==> config.mk <==
export PLATFORM = sky130hd
export DESIGN_NAME = path_delay_meter
export DESIGN_NICKNAME = d
export VERILOG_FILES = /design/src/rtl/path_delay_meter.sv
export SDC_FILE = /design/constraint.sdc
export NUM_CORES = 1
export LEC_CHECK = 0
export CORE_ASPECT_RATIO = 1.5
export CORE_UTILIZATION = 32
export DETAILED_ROUTE_END_ITERATION = 10
export SLEW_MARGIN = 10
export SYNTH_ARGS = -nofsm -noshare
export SYNTH_HDL_FRONTEND = slang
export SYNTH_SLANG_ARGS = --single-unit
==> constraint.sdc <==
create_clock -name clk -period 2.82 [get_ports clk]
set_input_delay 0.564 -clock clk [delete_from_list [all_inputs] [get_ports clk]]
set_output_delay 0.564 -clock clk [all_outputs]
set_load 0.005 [all_outputs]
==> src/rtl/path_delay_meter.sv <==
// path_delay_meter: launch/capture timer for an external delay path; define PATH_DELAY_MINMAX_EN to build min/max tracking
module path_delay_meter #(
    parameter int CNT_W       = 16,
    parameter int TRIALS_W    = 8,
    parameter int SYNC_STAGES = 2,
    parameter int TIMEOUT     = 1000,
    parameter int GAP_CYCLES  = 8,
    parameter bit PATH_INVERT = 1'b0
) (
    input  logic                      clk,
    input  logic                      rst,
    input  logic                      start,
    input  logic [TRIALS_W-1:0]       trials,
    output logic                      busy,
    output logic                      done,
    output logic                      timeout_err,
    output logic [CNT_W+TRIALS_W-1:0] sum_cycles,
    output logic [CNT_W-1:0]          min_cycles,
    output logic [CNT_W-1:0]          max_cycles,
    output logic [TRIALS_W-1:0]       trials_done,
    output logic                      pathInput,
    input  logic                      pathResult
);
    localparam int SUM_W = CNT_W + TRIALS_W;
    localparam int GAP_W = $clog2(GAP_CYCLES + 1);
    typedef enum logic [2:0] {IDLE, GAP, WAIT, RECORD, DONE} state_t;
    state_t                 state_q, state_d;
    logic [GAP_W-1:0]       gap_q, gap_d;
    logic [CNT_W-1:0]       cnt_q, cnt_d;
    logic [TRIALS_W-1:0]    trials_q, trials_d, tdone_q, tdone_d;
    logic [SUM_W-1:0]       sum_q, sum_d;
    logic                   err_q, err_d, path_q, path_d, match;
    logic [SYNC_STAGES-1:0] sync_q, sync_d;
`ifdef PATH_DELAY_MINMAX_EN
    logic [CNT_W-1:0]       min_q, min_d, max_q, max_d;
    assign min_cycles = min_q;
    assign max_cycles = max_q;
`else
    assign min_cycles = '0;
    assign max_cycles = '0;
`endif
    assign match       = sync_q[SYNC_STAGES-1] == (path_q ^ PATH_INVERT);
    assign busy        = state_q inside {GAP, WAIT, RECORD};
    assign done        = state_q == DONE;
    assign timeout_err = err_q;
    assign sum_cycles  = sum_q;
    assign trials_done = tdone_q;
    assign pathInput   = path_q;
    always_comb begin
        state_d  = state_q;
        gap_d    = gap_q;
        cnt_d    = cnt_q;
        trials_d = trials_q;
        tdone_d  = tdone_q;
        sum_d    = sum_q;
        err_d    = err_q;
        path_d   = path_q;
        sync_d   = {sync_q[SYNC_STAGES-2:0], pathResult};
`ifdef PATH_DELAY_MINMAX_EN
        min_d    = min_q;
        max_d    = max_q;
`endif
        case (state_q)
            IDLE: if (start) begin
                trials_d = trials;
                tdone_d  = '0;
                sum_d    = '0;
                err_d    = 1'b0;
                gap_d    = '0;
`ifdef PATH_DELAY_MINMAX_EN
                min_d    = '1;
                max_d    = '0;
`endif
                state_d  = (trials != '0) ? GAP : DONE;
            end
            GAP: begin
                gap_d = gap_q + 1'b1;
                if (gap_q == GAP_W'(GAP_CYCLES - 1)) begin
                    path_d  = ~path_q;
                    cnt_d   = '0;
                    state_d = WAIT;
                end
            end
            WAIT: begin
                // a match in the timeout cycle still records the trial
                if (match) state_d = RECORD;
                else begin
                    cnt_d = cnt_q + 1'b1;
                    if (cnt_q == CNT_W'(TIMEOUT - 1)) begin
                        err_d   = 1'b1;
                        state_d = DONE;
                    end
                end
            end
            RECORD: begin
                sum_d   = sum_q + SUM_W'(cnt_q);
                tdone_d = tdone_q + 1'b1;
                gap_d   = '0;
`ifdef PATH_DELAY_MINMAX_EN
                min_d   = (cnt_q < min_q) ? cnt_q : min_q;
                max_d   = (cnt_q > max_q) ? cnt_q : max_q;
`endif
                state_d = (tdone_d == trials_q) ? DONE : GAP;
            end
            DONE:    state_d = IDLE;
            default: state_d = IDLE;
        endcase
    end
    always_ff @(posedge clk) begin
        if (rst) begin
            state_q  <= IDLE;
            gap_q    <= '0;
            cnt_q    <= '0;
            trials_q <= '0;
            tdone_q  <= '0;
            sum_q    <= '0;
            err_q    <= 1'b0;
            path_q   <= 1'b0;
            sync_q   <= '0;
`ifdef PATH_DELAY_MINMAX_EN
            min_q    <= '1;
            max_q    <= '0;
`endif
        end else begin
            state_q  <= state_d;
            gap_q    <= gap_d;
            cnt_q    <= cnt_d;
            trials_q <= trials_d;
            tdone_q  <= tdone_d;
            sum_q    <= sum_d;
            err_q    <= err_d;
            path_q   <= path_d;
            sync_q   <= sync_d;
`ifdef PATH_DELAY_MINMAX_EN
            min_q    <= min_d;
            max_q    <= max_d;
`endif
        end
    end
endmodule

==> reports/results.ini, run 1 <==
[power_and_ir_drop]
powerDensity_nw_per_um2 = 505
ir_drop_mv = 0.330
leakagePower_nw = 1.97
power_mw = 2.49

[drt]
dr_total_vias = 3581
drt_iter0_drc = 164
drc = 0
dr.pass1.iters = 4
wl_per_cell_microns = 14.5
antenna_left = 0
wl_mm = 10.2
via_per_inst = 5.10

[sta]
setup_slack_ns = 0.258
hold_viol = 0
maxSlewViolCount = 0
max_freq_mhz = 390
finalCritPeriodShare = 0.909
finClkSkew_ns = 0.00630
period_minus_slack_ns = 2.56
relSlewSlack = 0.580
fin_setup_tns_ns = 0
rsz0062_at_grt = false
setup_viol = 0
worst_slew_pin_slew_ns = 0.630
whs_ns = 0.436

[floorplanning]
io-pin-count = 80
die_width_microns = 94.1
die_y_microns = 140
row_count = 50
dieArea_sq_um = 13200
core_area_sq_um = 12400
start_util = 0.327

[clock_network]
clock-sinks = 67
cts_buffer_depth = 2
cts_buffers = 9
clk_latency_ns = 0.34
post_cts_buffers = 0
clk_pin_slew_ns = 0.05
cts_tree = yes
clk_root_buffer_cell = clkbuf_16
htree_levels = 3
cts_resized = 0
cts_hold_buf = 0

[hold_path]
hp-class = flop to flop
min_path_cells = 1

[cells_and_area]
fin_util = 0.396
fin_cells = 702
final_cell_mix = 67 x dfxtp_1, 55 x nor2_1, 46 x nand2_1, 46 x clkdlybuf4s50_1, 42 x a21oi_1
final.fill_count = 1278
syn2layout_area_growth_pct = 20.9
drive_gt1_frac = 0.0696
antenna-diode-count = 0
layout_commonest_cell = dfxtp_1
num-nets-final = 573
postLayoutCellArea_sq_um = 4920

[critical_path]
crit_slowest_cell = o31ai_2
worst-path-stages = 8
crit_chain = ha_1 -> fa_1 -> a211oi_1 -> o21a_1 -> a21oi_1 -> o31ai_2 -> or4_1 -> o21ai_1
crit_path_max_incr_delay_ns = 0.51
setup.worst_path.end_class = flop
path_buf_inv = 0
critical-path-top-delay-family = compound AO/OA/AOI/OAI gates
critPathArrivalTime_ns = 2.76
worstPathMaxFanout = 8
ff2ff_path_depth = 8
cp.required_ns = 3.02
crit_type = flop to flop
startpoint_type = flop

[global_routing]
grt_pass1_wl_mm = 16.2
antenna_found_initial = 0
grt_pass1_vias = 3393
met2_usage = 0.292
grt_usage = 0.159
globalRouteMet3Util = 0.0347
grt_max_degree = 34
grt_overflow = 0
gr-usage-met1 = 0.165
busiest_layer = met2

[yosys]
ys_seq_area_frac = 0.329
synth.distinct_cells = 65
async_flop_share = 0
synth_ff_type = dfxtp_1
syn_inst = 496
yosys_warnings = 0
avgSynthCellArea_sq_um = 8.21
synth_edf_count = 0
synthesis.area_sq_um = 4070
ys_ff_latch = 67

[placed_design]
place.gp.congestion = 0.833
dpl.cell_count = 686
place_ws_ns = 0.309
hpwlAfterDp_mm = 7.60
port-buffer-count = 47
placed_area_sq_um = 4570

[job]
cap_viol_max_count = 0

[run_status]
status = completed

[cell type report]
type / instances / area, sq um / share of cell area
Multi-Input combinational cell: 406 / 2510 / 0.509
Sequential cell: 67 / 1340 / 0.272
Timing Repair Buffer: 52 / 503 / 0.102
Clock buffer: 11 / 233 / 0.0473
Tap cell: 156 / 195 / 0.0396
Clock inverter: 5 / 125 / 0.0254
Inverter: 5 / 18.8 / 0.00381
[cells by family (layout without fill, tap and decap cells)]
group / count (synthesis) / after routing / synth area share
multiplexers: 7 / 7 / 0.0175
XOR/XNOR: 38 / 38 / 0.0817
flip-flops: 67 / 67 / 0.329
buffers and inverters: 54 / 73 / 0.0835
AND/OR/NAND/NOR: 185 / 185 / 0.232
other: 1 / 32 / 0.000920
adder cells (fa/ha/maj): 20 / 20 / 0.0633
AO/OA/AOI/OAI: 124 / 124 / 0.191
[report_power, final]
part | total, mW | internal, mW | switching [mW]
logic | 0.142 | 0.0530 | 0.0886
clock network | 1.37 | 0.952 | 0.418
registers | 0.976 | 0.960 | 0.0156
total | 2.49 | 1.97 | 0.522
[cells in the mapped netlist, drive strengths merged, types with 2 or more instances]
cell type   n  area (sq um)
nor2b       3          18.8
nand2b      3          26.3
a211oi      4          30.0
o211ai      7          52.6
nand2      47           179
nand4       8          50.1
o31ai       3          27.5
dfxtp      67          1340
nand3b      4          42.5
xor2       20           175
xnor2      18           158
and3        9          56.3
a21oi      44           228
a22oi      11          82.6
inv         5          18.8
o21a        6          45.0
mux2i       6          60.1
a31oi       3          18.8
or3         3          18.8
or2         5          31.3
o21ai      28           140
nor4        5          52.6
a21o        6          45.0
clkbuf     12          46.3
nor2       56           213
nand3      16          85.1
buf        37           275
and2        2          12.5
nor3       15          86.3
o22ai       3          18.8
ha         19           238
nor3b       3          22.5
[worst reg2reg max path, stage by stage (launching register included)]
cell      delay, ns
dfxtp_1        0.33
ha_1           0.23
fa_1           0.43
a211oi_1       0.23
o21a_1         0.27
a21oi_1        0.15
o31ai_2        0.51
or4_1          0.20
o21ai_1        0.06
[final timing paths]
kind	from	to	slack, ns
hold reg to reg	sync_q[0]	sync_q[1]	0.44
setup reg to reg	cnt_q[0]	sum_cycles[18]	0.26
setup / recovery	cnt_q[0]	sum_cycles[18]	0.26
hold / removal	sync_q[0]	sync_q[1]	0.44
[flip-flops by register name, indices dropped and copies added, names as in the netlist]
register / count
trials_done: 8
cnt_q: 16
timeout_err: 1
pathInput: 1
sync_q: 2
sum_cycles: 24
trials_q: 8
state_q: 3
gap_q: 4
[routing by layer]
layer,up-vias,part of all wire
li1,1796,-
met1,1678,0.39
met2,90,0.54
met3,17,0.035
met4,0,0.026
met5,-,0
Note: power is estimated with default switching activity, not from simulation.
==> inputs of run 2 (changes only) <==
CORE_UTILIZATION = 25   (was 32)
GPL_TIMING_DRIVEN = 0   (was unset)
==> run 2 against run 1 <==
Compared with the run above:
- fmax fell by 0.22%
- power fell by 0.66%
- highest routed layer unchanged
- flip-flop and latch count did not move
- clock power fell by 4%
- global-route usage fell by 2.6 points
- worst hold slack improved by 0.024 ns
- first-iteration DRC count fell by 16%
- largest cell class unchanged
- critical path depth did not move
- critical endpoint is now sum_cycles[20]
- clock skew rose by 0.0034 ns
- non-clock buffer count rose by 44
- die area rose by 27%
- routed wire length rose by 5.2%
==> reports/results.ini, run 2 (same netlist as run 1, synthesis figures left out) <==
[critical_path]
setup.worst_path.end_class = flop
critPathArrivalTime_ns = 2.76  ; about the same
r2r-start = cnt_q[0]
crit_type = flop to flop
worstPathMaxFanout = 8  ; unchanged
cp.required_ns = 3.02  ; about the same
cp-startpoint = cnt_q[0]
startpoint_type = flop

[drt]
via_per_inst = 4.70  ; -7.8%
wl_per_cell_microns = 13.5  ; -6.8%
dr_total_vias = 3726  ; +4.0%
drc = 0  ; unchanged
wl_mm = 10.7  ; +5.2%
dr.pass1.iters = 4  ; unchanged
drt_iter0_drc = 138  ; -16%
antenna_left = 0  ; unchanged

[clock_network]
cts_buffers = 9  ; unchanged
clk_root_buffer_cell = clkbuf_16
clk_latency_ns = 0.34  ; about the same
cts_buffer_depth = 2  ; unchanged
cts_hold_buf = 0  ; unchanged
post_cts_buffers = 0  ; unchanged
htree_levels = 3  ; unchanged
cts_tree = yes
cts_resized = 0  ; unchanged
clk_pin_slew_ns = 0.06  ; about the same
clock-sinks = 67  ; unchanged

[power_and_ir_drop]
p_clk_frac = 0.531  ; -0.020
powerDensity_nw_per_um2 = 469  ; -7.1%
netSwitchingFraction = 0.220  ; +0.0101
p_int_mw = 1.93  ; -1.9%
ir_drop_mv = 0.288  ; -13%
leakagePower_nw = 2.15  ; +9.2%
power_frac_seq = 0.393  ; about the same
power_mw = 2.47  ; -0.66%
p_sw_uw = 544  ; +4.1%
pwr-share-comb = 0.076  ; +0.019

[sta]
rsz0062_at_grt = false
max_freq_mhz = 389  ; -0.22%
whs_ns = 0.460  ; +0.0241 ns
maxSlewViolCount = 0  ; unchanged
relSlewSlack = 0.574  ; -0.00618
fin_setup_tns_ns = 0  ; unchanged
worst_slew_pin_slew_ns = 0.640  ; +0.00928 ns
hold_viol = 0  ; unchanged
finClkSkew_ns = 0.00971  ; +0.00341 ns
period_minus_slack_ns = 2.57  ; +0.00574 ns
finalCritPeriodShare = 0.911  ; +0.00204
setup_viol = 0  ; unchanged

[floorplanning]
row_count = 56  ; +12%
die_y_microns = 158  ; +13%
die_width_microns = 106  ; +13%
start_util = 0.258  ; -0.0688
dieArea_sq_um = 16800  ; +27%
io-pin-count = 80  ; unchanged
core_area_sq_um = 15800  ; +27%

[placed_design]
hpwlAfterDp_mm = 8.18  ; +7.6%
dpl.cell_count = 777  ; +13%
port-buffer-count = 47  ; unchanged
place.gp.congestion = 0.817  ; -1.9%

[hold_path]
hp-class = flop to flop
min_from = sync_q[0]

[cells_and_area]
final_cell_mix = 67 x dfxtp_1, 55 x nor2_1, 47 x clkdlybuf4s50_1, 46 x nand2_1, 42 x a21oi_1
largest_reg_flops = 24  ; unchanged
layout_commonest_cell = dfxtp_1
antenna-diode-count = 0  ; unchanged
fin_util = 0.334  ; -0.0616
fin_cells = 792  ; +13%
num-nets-final = 617  ; +7.7%
syn2layout_area_growth_pct = 29.2
final.fill_count = 1630  ; +28%
drive_gt1_frac = 0.117  ; +0.0476

[global_routing]
grt_usage = 0.133  ; -0.0259
grt_pass1_vias = 3571  ; +5.2%
antenna_found_initial = 0  ; unchanged
grt_overflow = 0  ; unchanged
grt_pass1_wl_mm = 17.5  ; +7.9%
grt_max_degree = 12  ; -65%

[job]
cap_viol_max_count = 0  ; unchanged

[run_status]
status = completed

[run 2: path summary, 6_finish.rpt]
kind | endpoint | slack [ns] | cells past startpoint
worst max-delay path | sum_cycles[20] | 0.25 | 8
worst min-delay path | sync_q[1] | 0.46 | 1
worst max register to register | sum_cycles[20] | 0.25 | 8
worst min register to register | sync_q[1] | 0.46 | 1
[run 2: power by group through the flow]
stage | Combinational (mW) | Clock [mW] | Sequential (mW)
2_1_floorplan | 0.130 | 0 | 0.989
3_3_place_gp | 0.188 | 0 | 0.992
3_5_place_dp | 0.188 | 0 | 0.992
4_1_cts | 0.189 | 1.33 | 0.971
5_1_grt | 0.209 | 1.38 | 0.972
6_report | 0.188 | 1.31 | 0.971
[run 2: layout make-up]
type	instances	area [sq um]	share of cell area
plain buffers	49	322	0.0611
clock buffers	11	243	0.0461
clock inverters	4	98.8	0.0188
inverters	5	18.8	0.00356
multi-input cells	406	2520	0.478
flip-flops and latches	67	1340	0.255
well taps	203	254	0.0482
repair buffers	47	470	0.0894
[run 2: layer usage]
layer | share of wire | track usage
met1 | 0.41 | 0.140
met2 | 0.52 | 0.250
met3 | 0.049 | 0.0282
met4 | 0.022 | 0.0582
met5 | 0 | 0
[run 2: critical path, cell delays in order (launching register included)]
cell and delay (ns):
dfxtp_1 0.34, ha_1 0.24, fa_1 0.44, a211oi_1 0.33, o21a_1 0.29, a21oi_1 0.17, o31ai_4 0.41, or3_1 0.16
a21oi_1 0.06
[run 2: through the flow]
step                instance area (sq um)  worst slack [ns]
floorplan                            4190             0.615
global placement                     4910             0.197
detailed placement                   4910             0.182
CTS                                  5260             0.154
global route                         5270             0.126
finish                               5270             0.252
